<file path="src/rtl/logic16_arbiter.sv">
// Two-requester logic unit: arbitrates between requesters with a toggling
// priority pointer, executes one NOT/AND/OR/pass operation at a time and
// returns the result to the granted requester with a valid/ready handshake.
module logic16_arbiter #(
  parameter int unsigned WIDTH = 16
) (
  input  logic             clk,
  input  logic             rst,
  input  logic [1:0]       req_valid,
  output logic [1:0]       req_ready,
  input  logic [1:0]       req_op0,
  input  logic [1:0]       req_op1,
  input  logic [WIDTH-1:0] req_a0,
  input  logic [WIDTH-1:0] req_a1,
  input  logic [WIDTH-1:0] req_b0,
  input  logic [WIDTH-1:0] req_b1,
  output logic [1:0]       rsp_valid,
  input  logic [1:0]       rsp_ready,
  output logic [WIDTH-1:0] rsp_data,
  output logic             busy,
  output logic             grant_id
);

  localparam int unsigned OPW = 2;

  typedef enum logic [1:0] {
    IDLE = 2'd0,
    EXEC = 2'd1,
    RESP = 2'd2
  } state_t;

  localparam logic [OPW-1:0] OP_NOT  = 2'b00;
  localparam logic [OPW-1:0] OP_AND  = 2'b01;
  localparam logic [OPW-1:0] OP_OR   = 2'b10;

  state_t           state;
  logic             prio;
  logic [OPW-1:0]   op_q;
  logic [WIDTH-1:0] a_q;
  logic [WIDTH-1:0] b_q;

  logic             winner;
  logic [OPW-1:0]   sel_op;
  logic [WIDTH-1:0] sel_a;
  logic [WIDTH-1:0] sel_b;
  logic [WIDTH-1:0] result;

  // Winner: a lone requester wins outright, otherwise the priority pointer decides
  always_comb begin
    winner = 1'b0;
    if (req_valid == 2'b11) begin
      winner = prio;
    end else begin
      winner = req_valid[1];
    end
  end

  // Operand mux for the requester being granted this cycle
  always_comb begin
    sel_op = req_op0;
    sel_a  = req_a0;
    sel_b  = req_b0;
    if (winner) begin
      sel_op = req_op1;
      sel_a  = req_a1;
      sel_b  = req_b1;
    end
  end

  // Accept strobe is combinational so the grant is visible in the accept cycle
  always_comb begin
    req_ready = 2'b00;
    if (!rst && state == IDLE && req_valid != 2'b00) begin
      req_ready = winner ? 2'b10 : 2'b01;
    end
  end

  // Logic operation on the captured operands
  always_comb begin
    result = a_q;
    case (op_q)
      OP_NOT:  result = ~a_q;
      OP_AND:  result = a_q & b_q;
      OP_OR:   result = a_q | b_q;
      default: result = a_q;
    endcase
  end

  // Control FSM with registered outputs; operands are frozen once accepted
  always_ff @(posedge clk) begin
    if (rst) begin
      state     <= IDLE;
      prio      <= 1'b0;
      grant_id  <= 1'b0;
      rsp_data  <= '0;
      op_q      <= '0;
      a_q       <= '0;
      b_q       <= '0;
      rsp_valid <= 2'b00;
      busy      <= 1'b0;
    end else begin
      case (state)
        IDLE: begin
          if (req_valid != 2'b00) begin
            op_q     <= sel_op;
            a_q      <= sel_a;
            b_q      <= sel_b;
            grant_id <= winner;
            busy     <= 1'b1;
            state    <= EXEC;
          end
        end
        EXEC: begin
          rsp_data  <= result;
          rsp_valid <= grant_id ? 2'b10 : 2'b01;
          state     <= RESP;
        end
        RESP: begin
          if (rsp_ready[grant_id]) begin
            rsp_valid <= 2'b00;
            busy      <= 1'b0;
            prio      <= ~grant_id;
            state     <= IDLE;
          end
        end
        default: begin
          rsp_valid <= 2'b00;
          busy      <= 1'b0;
          state     <= IDLE;
        end
      endcase
    end
  end

endmodule

</file>
<file path="config.mk">
export PLATFORM = sky130hd
export DESIGN_NAME = logic16_arbiter
export DESIGN_NICKNAME = d
export VERILOG_FILES = /design/src/rtl/logic16_arbiter.sv
export SDC_FILE = /design/constraint.sdc
export NUM_CORES = 1
export LEC_CHECK = 0
export CELL_PAD_IN_SITES_DETAIL_PLACEMENT = 1
export CELL_PAD_IN_SITES_GLOBAL_PLACEMENT = 1
export CORE_UTILIZATION = 37
export DETAILED_ROUTE_END_ITERATION = 8
export PLACE_DENSITY_LB_ADDON = 0.1
export SYNTH_ARGS = -nofsm -noshare
export SYNTH_HDL_FRONTEND = slang
export SYNTH_SLANG_ARGS = --single-unit
export TNS_END_PERCENT = 50
</file>
<file path="constraint.sdc">
create_clock -name clk -period 2.1 [get_ports clk]
set_input_delay 0.42 -clock clk [delete_from_list [all_inputs] [get_ports clk]]
set_output_delay 0.42 -clock clk [all_outputs]
set_load 0.05 [all_outputs]
</file>
== Word level (Yosys, flattened, before mapping) ==
Cells that the tools add are included.

* Bits in registers: 57
* Input bits: 74
* Output and inout port bits: 22
* Logic and storage cells: 51

* Magnitude comparators: 1
* Equal/unequal tests: 7
* Mux-type cells: 17
* Bitwise gates (word level): 6
* Reduce and logical (&&, ||, !) cells: 11

{| class="wikitable"
|+ Operators with widths
! operator !! number
|-
| $pmux 16 s3 || 1
|-
| $mux 16 || 2
|-
| $and 16x16->16 || 1
|-
| $not 16->16 || 1
|-
| $or 16x16->16 || 1
|-
| $mux 2 || 6
|-
| $pmux 2 s3 || 2
|-
| $reduce_and 2->1 || 4
|-
| $eq 2x2->1 const B || 3
|-
| $mux 1 || 5
|-
| $eq 2x1->1 const B || 2
|-
| $logic_not 2->1 || 2
|-
| $not 1->1 || 3
|-
| $pmux 1 s3 || 1
|-
| $reduce_and 3->1 || 1
|-
| $logic_and 1x1->1 || 2
|-
| $lt 1x2->1 const B || 1
|-
| $ne 2x1->1 const B || 1
|-
| $ne 2x2->1 const B || 1
|-
| $reduce_bool 2->1 || 1
|-
| $logic_not 1->1 || 1
|}

== Depth between registers and ports, before layout ==
Gate-level depths: netlist of the first run.

* Depth in word-level cells: 4
* Mapped depth: 6
* Depth with buffers taken out: 3

== Worst setup path after synthesis of the first run ==
No wires, ideal clock.

* Kind: input -> output
* Start point: input port req_valid[1]
* End point: output port req_ready[1]
* Arrival: 2,385 ps
* Data required time: 1,680 ps
* Setup slack: -705 ps
* Cell stages on the path: 4
* Path buffers: 2
* Cells stage by stage: buf_2 > inv_2 > clkbuf_1 > nor4_1

* Word-level cells in the longest chain between the ends: 4

{| class="wikitable"
|+ Ends and longest elaborated chain
! what !! line !! source
|-
| start: declaration || 9 || <nowiki>input logic [1:0] req_valid,</nowiki>
|-
| $eq 2x2->1 || 51 || <nowiki>if (req_valid == 2'b11) begin</nowiki>
|-
| $mux 1 || 51 ||
|-
| $mux 2 || 74 || <nowiki>req_ready = winner ? 2'b10 : 2'b01;</nowiki>
|-
| $mux 2 (*) || 73 || <nowiki>if (!rst && state == IDLE && req_valid != 2'b00) begin</nowiki>
|-
| end: declaration || 10 || <nowiki>output logic [1:0] req_ready,</nowiki>
|}

Mark *: on every way between the ends. The rest lies on a longest branch, timed or not.

== Worst setup path after layout of the first run ==
* Start point: register grant_id
* End point: output port grant_id

{| class="wikitable"
|+ RTL lines
! what !! line !! source
|-
| start: declaration || 21 || <nowiki>output logic grant_id</nowiki>
|-
| start signal: assignment || 108 || <nowiki>grant_id <= winner;</nowiki>
|}

No word-level cell between the ends.

==> results of run 1 <==
==> how the worst max path moves through the flow <==
| stage | slack, ps | startpoint | end |
|---|---|---|---|
| 3_3_place_gp | -20 | req_valid[1] | req_ready[1] |
| 4_1_cts | -10 | req_valid[1] | req_ready[1] |
| 6_report | 40 | grant_id$_SDFFE_PP0P_ | grant_id |
| 3_5_place_dp | -50 | req_valid[1] | req_ready[1] |
| 5_1_grt | 9 | grant_id$_SDFFE_PP0P_ | grant_id |
| 2_1_floorplan | -140 | req_valid[1] | req_ready[1] |
==> routing by layer <==
layer  wire length (um)  share of wire, %
met5                  0                 0
met4                155               1.6
met3                317               3.2
met2               5210                53
met1               4120                42
==> what timing repair did <==
item	in CTS	in global routing
resized for setup	1	3
setup endpoints to repair	2	2
gates cloned	0	0
setup buffers	0	1
pin swaps	1	3
==> area by class of cell <==
| type | count | area [um^2] | area share [%] |
|---|---|---|---|
| Inverter | 2 | 7.51 | 0.171 |
| Tap cell | 105 | 131 | 2.99 |
| Multi-Input combinational cell | 261 | 1790 | 40.9 |
| Clock buffer | 11 | 141 | 3.22 |
| Clock inverter | 4 | 20.0 | 0.456 |
| Timing Repair Buffer | 114 | 1150 | 26.2 |
| Sequential cell | 57 | 1140 | 26.0 |
==> flip-flops by register name, summed over array words and instances (netlist names) <==
signal and cells:
b_q 16, rsp_valid 2, a_q 16, busy 1, state 2, grant_id 1, rsp_data 16, op_q 2
prio 1
==> metrics by stage <==
step	setup TNS (ps)	setup slack [ps]
after floorplan	-144	-144
final	0	41.7
after global placement	-23.2	-23.2
after CTS	-12.2	-12.2
after detailed placement	-79.9	-51.8
after global routing	0	9.41
==> synth_stat cells (10+ instances only) <==
cell type and instances:
o21ai_0 33, nand2b_1 17, nor2_1 33, buf_2 10, a311oi_2 30, a211oi_1 18
a21oi_1 36, a22oi_1 13, dfxtp_1 57, clkbuf_1 27, nand3_1 35, a21o_1 14
==> cells by family after synthesis <==
family	count (synthesis)
buffers and inverters	45
xor gates and xnor gates	2
AOI/OAI and AO/OA	156
DFF	57
and+or+nand+nor	102
muxes	1
==> power by group <==
part           total [W]  switching [W]  internal (W)
clock network   0.000877       0.000432      0.000445
logic            0.00110       0.000600      0.000501
registers        0.00134       0.000125       0.00121
==> worst register-to-register path, stage by stage (launching register included) <==
cell,delay (ps)
dfxtp_1,380
nor2_2,180
buf_4,400
and2_4,270
buf_12,190
a311oi_2,120
==> flow_summary.json, run 1 <==
{
  "status": "finished clean",
  "wirelength_um": 9800,
  "antenna_cells": 0,
  "rsz0062_at_grt": "false",
  "finalInstanceArea_um2": 4390,
  "max_freq_mhz": 486,
  "slew-limit-headroom_pct": 60.3,
  "synth_top_family_by_area": "compound AO/OA/AOI/OAI gates",
  "fill_cells": 940,
  "hold_violations": 0,
  "die_area_um2": 8800,
  "yosys_warnings": 0,
  "synthMuxAreaShare_pct": 0.321,
  "crit_buf_inv": 1,
  "whs_endpoint": "state[0]$_SDFFE_PP0P_",
  "grt.met1_usage_pct": 28.0,
  "drt_first_pass_iters": 4,
  "ys_seq_area_share_pct": 36.6,
  "grt_busiest_layer": "met2",
  "avgSynthCellArea_um2": 8.59,
  "synth_top_area_cell": "dfxtp_1",
  "worst_slew_pin_slew_ps": 595,
  "hold_depth": 2,
  "synth_edf_count": 0,
  "critPathCaptureType": "output pin",
  "synth-seq-cells": 57,
  "critPathSlowestCell": "clkdlybuf4s50_1",
  "drtAntennaViolNets": 0,
  "rr_worst_depth": 5,
  "synth_compound_area_share_pct": 39.4,
  "p_leak_nw": 1.59,
  "finalPower_w": 0.00331,
  "post-route-min-period_ps": 2060,
  "cts_inserted_buffers": 9,
  "cts_hold_buf": 0,
  "mappedNetlistArea_um2": 3120,
  "final_nets": 519,
  "ir_worst_vdd_uv": 309,
  "worstReg2RegStart": "state[0]$_SDFFE_PP0P_",
  "start_kind": "flop",
  "clk_pin_slew_ps": 60,
  "syn_inst": 363,
  "crit_chain": "clkdlybuf4s50_1",
  "grt-ovfl-total": 0,
  "whs_ps": 438,
  "wl_per_cell_um": 17.7,
  "final_common_cell": "clkdlybuf4s50_1",
  "instances_no_fill": 554,
  "critPathKind": "flop to output pin",
  "drive_above_1_share_pct": 16.7,
  "die_w_um": 93.8,
  "root_buffer": "clkbuf_8",
  "clock_sinks": 57,
  "core-area_um2": 8180,
  "critPathMaxStageDelay_ps": 850,
  "report.final.slew_viol_count": 0,
  "cp_max_fo": 6,
  "yosys.area_share.simple_pct": 16.3,
  "gp_congestion": 0.830,
  "synth.area.top_cells": "dfxtp_1 37%, a311oi_2 14%, a21oi_1 5.8%",
  "synth_cell_types": 35,
  "async_flop_share_pct": 0,
  "r2r_end": "a_q[11]$_SDFFE_PP0P_",
  "met3_usage_pct": 3.32,
  "hp-class": "input port to flop",
  "vias": 3154,
  "dieHeight_um": 93.8,
  "hold_start": "rst",
  "cts_max_path_buffers": 2,
  "finalSetupViolCount": 0,
  "insertion_delay_ps": 330,
  "cpLargestDelayFamily": "buffers and inverters",
  "tritoncts": "yes",
  "grt_pass1_vias": 3167,
  "fin_util_pct": 53.7,
  "finalCritPeriodShare_pct": 98.0,
  "post_dp_cell_area_um2": 4200,
  "synth_xor_area_share_pct": 0.562,
  "skew_ps": 6.11,
  "dp_cells": 538,
  "synth_top_area_share_pct": 36.6,
  "grt_max_degree": 38,
  "track_usage_pct": 23.4,
  "std_cell_rows": 33,
  "htree_levels": 3,
  "drt_iter0_markers": 151,
  "maxCapViolations": 0,
  "initial_core_util_pct": 38.2,
  "grt_pass1_wl_um": 15800,
  "synth_fa_ha_area_share_pct": 0,
  "required_ps": 1680,
  "syn-num-nets": 437,
  "synthToLayoutAreaGrowth_pct": 40.6,
  "io_buffer_count": 95,
  "antenna_found_initial": 0,
  "use_met2_pct": 42.5,
  "final_cell_mix": "90 x clkdlybuf4s50_1, 57 x dfxtp_1, 36 x a21oi_1, 35 x nand3_1, 33 x o21ai_0",
  "p_per_area_nw_per_um2": 756,
  "io_pins": 96,
  "ys.flop_type": "dfxtp_1",
  "hpwl_um": 6830,
  "remaining_drc_errors": 0,
  "worst-path-stages": 1,
  "r2r_slack_ps": 430,
  "viasPerCell": 5.69,
  "crit_arrival_ps": 1640
}
(Power assumes the default switching activity.)
==> run 2, diff against run 1 <==
--- a/config.mk
+++ b/config.mk
@@ -5,6 +5,7 @@
 export SDC_FILE = /design/constraint.sdc
 export NUM_CORES = 1
 export LEC_CHECK = 0
+export CAP_MARGIN = 20
 export CELL_PAD_IN_SITES_DETAIL_PLACEMENT = 1
 export CELL_PAD_IN_SITES_GLOBAL_PLACEMENT = 1
 export CORE_UTILIZATION = 37
==> results of run 2 <==
Final layout, timing and power as in run 1 (identical DEF).
==> run 3, diff against run 2 <==
--- a/config.mk
+++ b/config.mk
@@ -6,10 +6,11 @@
 export NUM_CORES = 1
 export LEC_CHECK = 0
 export CAP_MARGIN = 20
-export CELL_PAD_IN_SITES_DETAIL_PLACEMENT = 1
+export CELL_PAD_IN_SITES_DETAIL_PLACEMENT = 0
 export CELL_PAD_IN_SITES_GLOBAL_PLACEMENT = 1
 export CORE_UTILIZATION = 37
 export DETAILED_ROUTE_END_ITERATION = 8
+export GPL_TIMING_DRIVEN = 0
 export PLACE_DENSITY_LB_ADDON = 0.1
 export SYNTH_ARGS = -nofsm -noshare
 export SYNTH_HDL_FRONTEND = slang
==> flow_summary.json, run 3 (same netlist as run 1, synthesis figures left out) <==
{
  "hold_violations": 0,
  "hold_start": "b_q[14]$_SDFFE_PP0P_",
  "worstReg2RegStart": "prio$_SDFFE_PP0P_",
  "io_pins": 96,
  "required_ps": 1680,
  "cts_inserted_buffers": 9,
  "critPathKind": "input port to output pin",
  "critPathMaxStageDelay_ps": 480,
  "crit_start": "req_valid[0]",
  "critPathSlowestCell": "clkdlybuf4s50_1",
  "rr_worst_depth": 5,
  "tritoncts": "yes",
  "cp_max_fo": 18,
  "status": "finished with violations",
  "drtAntennaViolNets": 0,
  "finalPower_w": 0.00329,
  "root_buffer": "clkbuf_8",
  "finalCritPeriodShare_pct": 96.5,
  "fill_cells": 836,
  "worst_slew_pin_slew_ps": 717,
  "crit_chain": "clkdlybuf4s50_1 > nand2b_1 > buf_4 > a211oi_2 > buf_6",
  "slew-limit-headroom_pct": 52.2,
  "start_kind": "input port",
  "p_per_area_nw_per_um2": 748,
  "clk_pin_slew_ps": 60,
  "switching_share_pct": 35.9,
  "gp_congestion": 0.885,
  "initial_core_util_pct": 38.2,
  "hpwl_um": 7150,
  "cpLargestDelayFamily": "buffers and inverters",
  "instances_no_fill": 576,
  "drive_above_1_share_pct": 15.3,
  "insertion_delay_ps": 340,
  "endpoint": "req_ready[0]",
  "seqPwrFrac_pct": 40.0,
  "ir_worst_vdd_uv": 332,
  "die_w_um": 93.8,
  "final_cell_mix": "91 x clkdlybuf4s50_1, 57 x dfxtp_1, 36 x a21oi_1, 35 x nand3_1",
  "drt_iter0_markers": 125,
  "grt_max_degree": 19,
  "grt-ovfl-total": 0,
  "hp-class": "flop to flop",
  "r2r_slack_ps": 350,
  "viasPerCell": 5.63,
  "grt_pass1_vias": 3053,
  "clock_sinks": 57,
  "io_buffer_count": 94,
  "internal_power_w": 0.00211,
  "worst-path-stages": 5,
  "place_ws_ps": -980,
  "cts_max_path_buffers": 2,
  "r2r_end": "a_q[10]$_SDFFE_PP0P_",
  "synthToLayoutAreaGrowth_pct": 41.1,
  "maxCapViolations": 0,
  "p_leak_nw": 1.59,
  "track_usage_pct": 23.0,
  "antenna_found_initial": 0,
  "report.final.slew_viol_count": 0,
  "std_cell_rows": 33,
  "core-area_um2": 8180,
  "final_common_cell": "clkdlybuf4s50_1",
  "crit_buf_inv": 3,
  "die_area_um2": 8800,
  "max_freq_mhz": 493,
  "dieHeight_um": 93.8,
  "critPathCaptureType": "output pin",
  "grt_pass1_wl_um": 15500,
  "wl_per_cell_um": 16.7,
  "top_regs": "a_q (16), b_q (16), rsp_data (16)",
  "post-route-min-period_ps": 2030,
  "wirelength_um": 9610,
  "finalSetupViolCount": 0,
  "rsz0062_at_grt": "true",
  "fin_util_pct": 53.8,
  "violations": "DRC",
  "whs_ps": 464,
  "dp_cells": 562,
  "remaining_drc_errors": 2,
  "antenna_cells": 0,
  "htree_levels": 3,
  "crit_arrival_ps": 1610,
  "power_frac_comb_pct": 34.1,
  "power.switching_w": 0.00118,
  "final_nets": 542,
  "drt_first_pass_iters": 9,
  "vias": 3245,
  "power_frac_clock_pct": 25.9,
  "worst_slack_ps": 73.3,
  "skew_ps": 8.17
}
[run 3: worst reg2reg max path: stages (launching register included)]
cell and delay (ps):
dfxtp_1 320, and2b_2 360, buf_4 200, clkbuf_1 330, o21ai_0 190, a311oi_2 260
[run 3: worst min path at each step]
stage	end	slack, ps	cells after the start
after global placement	rsp_data[13]$_SDFFE_PP0N_	450	2
after floorplan	rsp_data[13]$_SDFFE_PP0N_	440	2
final	rsp_data[14]$_SDFFE_PP0N_	460	2
after CTS	rsp_data[13]$_SDFFE_PP0N_	470	2
after detailed placement	rsp_data[13]$_SDFFE_PP0N_	460	2
after global routing	rsp_data[13]$_SDFFE_PP0N_	490	2
[run 3: power by group through the flow]
stage	sequential [W]	combinational [W]	clock, W
final	0.00132	0.00112	0.000852
after global routing	0.00133	0.00122	0.000900
after CTS	0.00132	0.00112	0.000849
after detailed placement	0.00134	0.00111	0
after global placement	0.00134	0.00110	0
after floorplan	0.00144	0.000608	0
[run 3: per-stage QoR]
stage	instance area (um^2)	setup TNS, ps
finish	4400	0
global route	4400	-1.98
CTS	4390	-0.613
detailed placement	4200	-2270
global placement	4200	-2130
floorplan	3130	-144
[run 3: metal layers]
layer,vias to the layer above,GRT usage [%],wire (um)
met1,1572,30.6,4330
met2,79,38.2,4780
li1,1583,-,-
met4,0,6.92,110
met5,-,0,0
met3,11,3.24,390
[run 3: what timing repair did]
| item | in CTS | in global routing |
|---|---|---|
| gates resized for setup | 25 | 5 |
| endpoints found under the setup margin | 2 | 3 |
| hold buffers | 0 | 0 |
| pin swaps | 0 | 2 |
| buffers inserted | 3 | 0 |
[run 3: area by class of cell]
cell class / instances / area (um^2) / share of cell area [%]
multi-input cells: 261 / 1790 / 40.7
flip-flops and latches: 57 / 1140 / 25.9
repair buffers: 97 / 968 / 22.0
plain buffers: 40 / 211 / 4.80
well taps: 105 / 131 / 2.98
clock buffers: 9 / 124 / 2.81
clock inverters: 5 / 25.0 / 0.569
inverters: 2 / 10.0 / 0.227
